`src/rtl/drone_pkg.sv`:
```
// Shared definitions for the drone game core.
// Holds state codes, difficulty mode codes, controle codes and the obstacle
// LFSR tap mask with its feedback helper.
package drone_pkg;

   typedef enum logic [3:0] {
      INICIAL       = 4'd0,
      PREPARACAO    = 4'd1,
      ESCOLHE_MODO  = 4'd2,
      ESCOLHE_VIDAS = 4'd3,
      JOGANDO       = 4'd4,
      VERIFICA      = 4'd5,
      COLISAO       = 4'd6,
      VENCEU        = 4'd7,
      PERDEU        = 4'd8
   } estado_t;

   localparam logic [1:0] MODO_FACIL   = 2'b00;
   localparam logic [1:0] MODO_MEDIO   = 2'b01;
   localparam logic [1:0] MODO_DIFICIL = 2'b10;

   localparam logic [1:0] CTRL_HOLD = 2'b00;
   localparam logic [1:0] CTRL_UP   = 2'b01;
   localparam logic [1:0] CTRL_DOWN = 2'b10;

   // Taps 8,6,5,4 (1-based) map to bits 7,5,4,3.
   localparam logic [7:0] LFSR_TAPS = 8'b1011_1000;

   function automatic logic lfsr_fb(input logic [7:0] v);
      return ^(v & LFSR_TAPS);
   endfunction

endpackage

```
`src/rtl/drone_obstaculo_lfsr.sv`:
```
// Obstacle generator: 8-bit Fibonacci LFSR shifting left.
// Ports: clock, reset (async, high), load (reload seed), seed, advance (one
// step), value (current register contents). load has priority over advance.
module drone_obstaculo_lfsr
   import drone_pkg::*;
#(
   parameter logic [7:0] SEED_RST = 8'hA5
) (
   input  logic       clock,
   input  logic       reset,
   input  logic       load,
   input  logic [7:0] seed,
   input  logic       advance,
   output logic [7:0] value
);

   always_ff @(posedge clock or posedge reset) begin
      if (reset) begin
         value <= SEED_RST;
      end else if (load) begin
         value <= seed;
      end else if (advance) begin
         value <= {value[6:0], lfsr_fb(value)};
      end
   end

endmodule

```
`src/rtl/simulador_drone_param.sv`:
```
// Drone game core: mode and lives selection, timed movement across the grid,
// LFSR obstacles and collision/lives handling.
// Ports: clock, reset (async, high); inputs iniciar, controle[1:0], confirma;
// outputs venceu, perdeu, position/obstacle/lives/collision/state/mode debug.
module simulador_drone_param
   import drone_pkg::*;
#(
   parameter int         POS_W        = 4,
   parameter int         VIDAS_W      = 3,
   parameter int         MAX_VIDAS    = 7,
   parameter int         TICK_FACIL   = 2000,
   parameter int         TICK_MEDIO   = 1500,
   parameter int         TICK_DIFICIL = 1000,
   parameter logic [7:0] LFSR_SEED    = 8'hA5
) (
   input  logic               clock,
   input  logic               reset,
   input  logic               iniciar,
   input  logic [1:0]         controle,
   input  logic               confirma,
   output logic               venceu,
   output logic               perdeu,
   output logic [POS_W-1:0]   db_posicao_horizontal,
   output logic [POS_W-1:0]   db_posicao_vertical,
   output logic [POS_W-1:0]   db_obstaculos,
   output logic               obstaculo_valido,
   output logic [VIDAS_W-1:0] db_vidas,
   output logic [VIDAS_W-1:0] colisao_counter_out,
   output logic [3:0]         db_estado,
   output logic [1:0]         db_modo
);

   localparam int TICK_MAX_AB = (TICK_FACIL > TICK_MEDIO) ? TICK_FACIL : TICK_MEDIO;
   localparam int TICK_MAX    = (TICK_MAX_AB > TICK_DIFICIL) ? TICK_MAX_AB : TICK_DIFICIL;
   localparam int CNT_W       = $clog2(TICK_MAX);

   localparam logic [POS_W-1:0]   POS_MAX   = {POS_W{1'b1}};
   localparam logic [POS_W-1:0]   V_INICIAL = POS_W'(1 << (POS_W - 1));
   localparam logic [VIDAS_W-1:0] VIDAS_MAX = VIDAS_W'(MAX_VIDAS);
   localparam logic [VIDAS_W-1:0] UMA_VIDA  = VIDAS_W'(1);

   estado_t              estado;
   logic [POS_W-1:0]     horiz;
   logic [POS_W-1:0]     vert;
   logic [VIDAS_W-1:0]   vidas;
   logic [VIDAS_W-1:0]   colisoes;
   logic [1:0]           modo;
   logic [CNT_W-1:0]     cnt;
   logic [CNT_W-1:0]     tick_ult;
   logic                 confirma_q;
   logic [1:0]           controle_q;
   logic [7:0]           lfsr_val;
   logic                 unused_lfsr;

   logic confirma_edge, ctrl_up_edge, ctrl_dn_edge, cnt_fim, tick, colide;

   assign confirma_edge = confirma & ~confirma_q;
   assign ctrl_up_edge  = (controle == CTRL_UP)   && (controle_q != CTRL_UP);
   assign ctrl_dn_edge  = (controle == CTRL_DOWN) && (controle_q != CTRL_DOWN);

   always_comb begin
      tick_ult = CNT_W'(TICK_FACIL - 1);
      case (modo)
         MODO_MEDIO:   tick_ult = CNT_W'(TICK_MEDIO - 1);
         MODO_DIFICIL: tick_ult = CNT_W'(TICK_DIFICIL - 1);
         default:      tick_ult = CNT_W'(TICK_FACIL - 1);
      endcase
   end

   assign cnt_fim = (cnt == tick_ult);
   assign tick    = (estado == JOGANDO) && cnt_fim;

   // Column 0 is always free; easy mode only places obstacles on even columns.
   assign obstaculo_valido = (horiz != '0) && ((modo != MODO_FACIL) || !horiz[0]);
   assign colide           = obstaculo_valido && (vert == lfsr_val[POS_W-1:0]);

   drone_obstaculo_lfsr #(.SEED_RST(LFSR_SEED)) u_lfsr (
      .clock   (clock),
      .reset   (reset),
      .load    (estado == PREPARACAO),
      .seed    (LFSR_SEED),
      .advance (tick),
      .value   (lfsr_val)
   );

   assign unused_lfsr = ^lfsr_val[7:POS_W];

   always_ff @(posedge clock or posedge reset) begin
      if (reset) begin
         estado     <= INICIAL;
         horiz      <= '0;
         vert       <= '0;
         vidas      <= '0;
         colisoes   <= '0;
         modo       <= MODO_FACIL;
         cnt        <= '0;
         confirma_q <= 1'b0;
         controle_q <= CTRL_HOLD;
      end else begin
         confirma_q <= confirma;
         controle_q <= controle;

         // The counter keeps running through VERIFICA/COLISAO so the tick
         // period stays exactly TICK(modo) clocks regardless of those cycles.
         if (estado == JOGANDO || estado == VERIFICA || estado == COLISAO) begin
            cnt <= cnt_fim ? '0 : cnt + 1'b1;
         end

         case (estado)
            INICIAL: begin
               if (iniciar) estado <= PREPARACAO;
            end
            PREPARACAO: begin
               horiz    <= '0;
               vert     <= V_INICIAL;
               vidas    <= UMA_VIDA;
               colisoes <= '0;
               cnt      <= '0;
               estado   <= ESCOLHE_MODO;
            end
            ESCOLHE_MODO: begin
               if (confirma_edge) begin
                  modo   <= (controle == 2'b11) ? MODO_FACIL : controle;
                  estado <= ESCOLHE_VIDAS;
               end
            end
            ESCOLHE_VIDAS: begin
               if (ctrl_up_edge && vidas < VIDAS_MAX) vidas <= vidas + 1'b1;
               if (ctrl_dn_edge && vidas > UMA_VIDA)  vidas <= vidas - 1'b1;
               if (confirma_edge) begin
                  cnt    <= '0;
                  estado <= JOGANDO;
               end
            end
            JOGANDO: begin
               if (cnt_fim) begin
                  horiz <= horiz + 1'b1;
                  case (controle)
                     CTRL_UP:   if (vert != POS_MAX) vert <= vert + 1'b1;
                     CTRL_DOWN: if (vert != '0)      vert <= vert - 1'b1;
                     default:   vert <= vert;
                  endcase
                  estado <= VERIFICA;
               end
            end
            VERIFICA: begin
               if (colide)                estado <= COLISAO;
               else if (horiz == POS_MAX) estado <= VENCEU;
               else                       estado <= JOGANDO;
            end
            COLISAO: begin
               vidas <= vidas - 1'b1;
               if (colisoes != {VIDAS_W{1'b1}}) colisoes <= colisoes + 1'b1;
               if (vidas == UMA_VIDA)     estado <= PERDEU;
               else if (horiz == POS_MAX) estado <= VENCEU;
               else                       estado <= JOGANDO;
            end
            VENCEU, PERDEU: begin
               if (iniciar) estado <= PREPARACAO;
            end
            default: estado <= INICIAL;
         endcase
      end
   end

   assign venceu                = (estado == VENCEU);
   assign perdeu                = (estado == PERDEU);
   assign db_posicao_horizontal = horiz;
   assign db_posicao_vertical   = vert;
   // Obstacle row is blanked while idle so the display reads all zeros.
   assign db_obstaculos         = (estado == INICIAL) ? '0 : lfsr_val[POS_W-1:0];
   assign db_vidas              = vidas;
   assign colisao_counter_out   = colisoes;
   assign db_estado             = estado;
   assign db_modo               = modo;

endmodule

```
`config.mk`:
```
export PLATFORM = sky130hd
export DESIGN_NAME = simulador_drone_param
export DESIGN_NICKNAME = d
export VERILOG_FILES = /design/src/rtl/drone_pkg.sv /design/src/rtl/drone_obstaculo_lfsr.sv /design/src/rtl/simulador_drone_param.sv
export SDC_FILE = /design/constraint.sdc
export NUM_CORES = 1
export LEC_CHECK = 0
export ABC_AREA = 1
export BUFFER_PORTS_ARGS = -buffer_cell sky130_fd_sc_hd__buf_2
export CORE_MARGIN = 2
export CORE_UTILIZATION = 56
export DETAILED_ROUTE_END_ITERATION = 6
export PLACE_DENSITY = 0.87
export SLEW_MARGIN = 0
export SYNTH_ARGS = -nofsm -noshare
export SYNTH_HDL_FRONTEND = slang
export SYNTH_SLANG_ARGS = --single-unit
```
`constraint.sdc`:
```
create_clock -name clock -period 1.83 [get_ports clock]
set_clock_uncertainty 0.1 [all_clocks]
set_input_delay 0.0915 -clock clock [delete_from_list [all_inputs] [get_ports clock]]
set_output_delay 0.0915 -clock clock [all_outputs]
set_load 0.005 [all_outputs]
```
==> summary.txt <==
Slew Limit Fails -> 0
Final setup violation count -> 0
CP Class -> flop to flop
Placeable Area -> 4720 um2
number of buffers created by CTS -> 5
DRT iter0 DRCs -> 177
layout cells sized above 1 -> 21.4%
final core utilization -> 67.9%
Tmin final -> 1.71 ns
slowest CP cell -> dfrtp_1
Pwr Density -> 1260 nW/um2
grt met1 use -> 29.1%
cell count of the worst reg-to-reg path -> 10
antenna fix cells -> 0
met2 Use GR -> 41.1%
Detailed Route WL -> 6070 um
initial antenna violation count -> 0
Syn-to-layout area delta -> 16.5%
Tot GR Track Use -> 23.9%
Syn Nets -> 385
DIE WIDTH -> 74.1 um
# clock sinks -> 42
R2R Setup Slk -> 0.12 ns
CP endpoint kind -> flop
Fillers -> 382
clock-pin slew on the worst setup and hold paths -> 0.09 ns
max_cap viols -> 0
Least-Margin Pin Slew -> 0.532 ns
crit path DAT -> 1.79 ns
Cell variety after synth -> 36
Crit path depth -> 10
hpwl dp -> 4490 um
vias after detailed routing -> 2,497
Syn Inst Count -> 366
Worst IR Drop VDD -> 0.862 mV
Initial Utilization -> 58.3%
Post-route DRC -> 0
CP delay by family, top -> simple AND/OR/NAND/NOR gates
antenna viol nets, final -> 0
clock buffer depth -> 2
Final Total Pwr -> 4.04 mW
Final Cycle Share -> 93.3%
Setup crit start kind -> flop
die height -> 74.1 um
Lkg Pwr -> 1.74 nW
WL per Instance -> 12.6 um
worst hold stages -> 4
row count -> 25
global-route wire length before repair -> 10,200 um
Max-slew headroom -> 64.5%
Final Hold Violating Endpoints -> 0
Top Ports -> 33
IO buf count -> 32
routability cong. -> 0.876
fmax -> 0.586 GHz
status -> complete, no violations
slowest stage delay, CP -> 0.40 ns
Critical Path Most Common Cell -> nand2_1
CTS H-tree depth -> 2
pin count of the biggest net entering global routing -> 43
nets -> 433
HP Class -> input pin to flop
crit-path max FO -> 7
Congestion Overflow GR -> 0
most frequent cells in the layout -> nand2_1, nor2_1, inv_1
vias in the first global route -> 2,344
CTS tree -> yes
Avg Cell Area, Syn -> 7.53 um2
CP bufs+invs -> 1
die area -> 5500 um2
leading cell type in the layout, fill and taps excluded -> nand2_1
clk root buf -> clkbuf_8
met3 Use GR -> 5.15%
Post-Syn Area -> 2760 um2
GRT Max-Usage Layer -> met2
vias per cell -> 5.18
later-pin clock latency in the skew report -> 0.30 ns
sequential fraction of the synthesis area -> 38.3%
TNS Setup -> 0 ns
TritonRoute pass-1 iters -> 4
CP required -> 1.92 ns
#FFs+latches synth -> 42
Critical Path, Cell by Cell -> ha_1, nand2_1, nor2_1, nand2_1, inv_1, nand3_2, o21bai_4, nand3_2, nand2_1, nand2_1
Syn. warnings -> 0
power by group:
part           internal [mW]  switching [mW]
sequential              1.10           0.256
clock                  0.402           0.344
combinational          0.727            1.22
Yosys cell counts:
cell type / count / area share, %
nand3b_2: 1 / 0.41
nor2_8: 2 / 1.5
nor2_1: 47 / 6.4
o21ai_1: 2 / 0.36
o211ai_2: 1 / 0.45
dfstp_2: 4 / 3.8
xor2_1: 5 / 1.6
a21oi_1: 7 / 1.3
nand3b_1: 1 / 0.27
nand2_4: 2 / 0.82
ha_1: 12 / 5.4
nor3_1: 7 / 1.3
or2_1: 1 / 0.23
nand2_2: 6 / 1.4
inv_2: 7 / 0.95
nand4_1: 4 / 0.91
nand3_2: 2 / 0.73
o21ai_0: 15 / 2.7
nand2_1: 95 / 13
dfrtp_1: 38 / 35
o211ai_1: 1 / 0.27
o22ai_1: 2 / 0.45
nand3_4: 1 / 0.64
inv_1: 44 / 6.0
o221ai_1: 1 / 0.32
buf_4: 1 / 0.27
fa_1: 1 / 0.73
o21ai_2: 2 / 0.64
clkbuf_1: 1 / 0.14
or2_2: 1 / 0.23
buf_6: 1 / 0.41
nor2_4: 3 / 1.2
nor2_2: 4 / 0.91
xnor2_1: 10 / 3.2
nand3_1: 33 / 6.0
o21bai_4: 1 / 0.68
flip-flops by register name, summed over array words and instances, names as in the netlist:
register               cells
cnt                       11
u_lfsr.value               8
db_estado                  4
db_posicao_horizontal      4
db_posicao_vertical        4
colisao_counter_out        3
db_vidas                   3
controle_q                 2
db_modo                    2
confirma_q                 1
area by class of cell:
type	instances	area [um2]	share of cell area, %
Sequential cell	42	1060	32.9
Timing Repair Buffer	44	260	8.11
Tap cell	67	83.8	2.61
Multi-Input combinational cell	270	1510	47.0
Clock buffer	5	68.8	2.14
Inverter	51	191	5.96
Clock inverter	3	40.0	1.25
path summary, 6_finish.rpt:
check / to / startpoint
max: db_estado[3] / cnt[0]
min: db_estado[0] / iniciar
max reg2reg: db_estado[3] / cnt[0]
min reg2reg: u_lfsr.value[7] / u_lfsr.value[7]
max in group asynchronous: db_estado[1] / reset
min in group asynchronous: cnt[0] / reset
cells by family (layout without fill, tap and decap cells):
family | after synthesis | in the layout | synth area share, %
xor+xnor | 15 | 15 | 4.77
simple gates | 210 | 210 | 35.8
flops | 42 | 42 | 38.3
fa+ha+maj | 13 | 13 | 6.18
buf+inv | 54 | 103 | 7.77
compound gates | 32 | 32 | 7.18
worst register-to-register path, cell delays in order, from the launching register on:
cell	delay, ns
dfrtp_1	0.40
ha_1	0.18
nand2_1	0.05
nor2_1	0.08
nand2_1	0.05
inv_1	0.06
nand3_2	0.11
o21bai_4	0.28
nand3_2	0.15
nand2_1	0.09
nand2_1	0.05
stage by stage:
step                cells  hold slack [ns]  setup slack, ns  instance area (um2)
global placement      467            0.129            0.146                 3010
detailed placement    467            0.125           0.0664                 3010
CTS                   479            0.131           0.0477                 3160
floorplan             366           0.0229            0.284                 2760
global route          482            0.170          -0.0207                 3210
finish                482            0.144            0.123                 3210
metal layers:
metal / part of all wire, % / vias to the layer above
met4: 2.4 / 0
met1: 42 / 1158
met3: 5.0 / 16
li1: - / 1255
met5: 0 / -
met2: 50 / 68
timing repair:
action                     in CTS  in global routing
buffers inserted                0                  3
hold endpoints to repair       41                  0
setup endpoints to repair       0                 17
gates resized for setup         0                  7
hold buffers                    4                  0
Note: power is estimated with default switching activity, not from simulation.
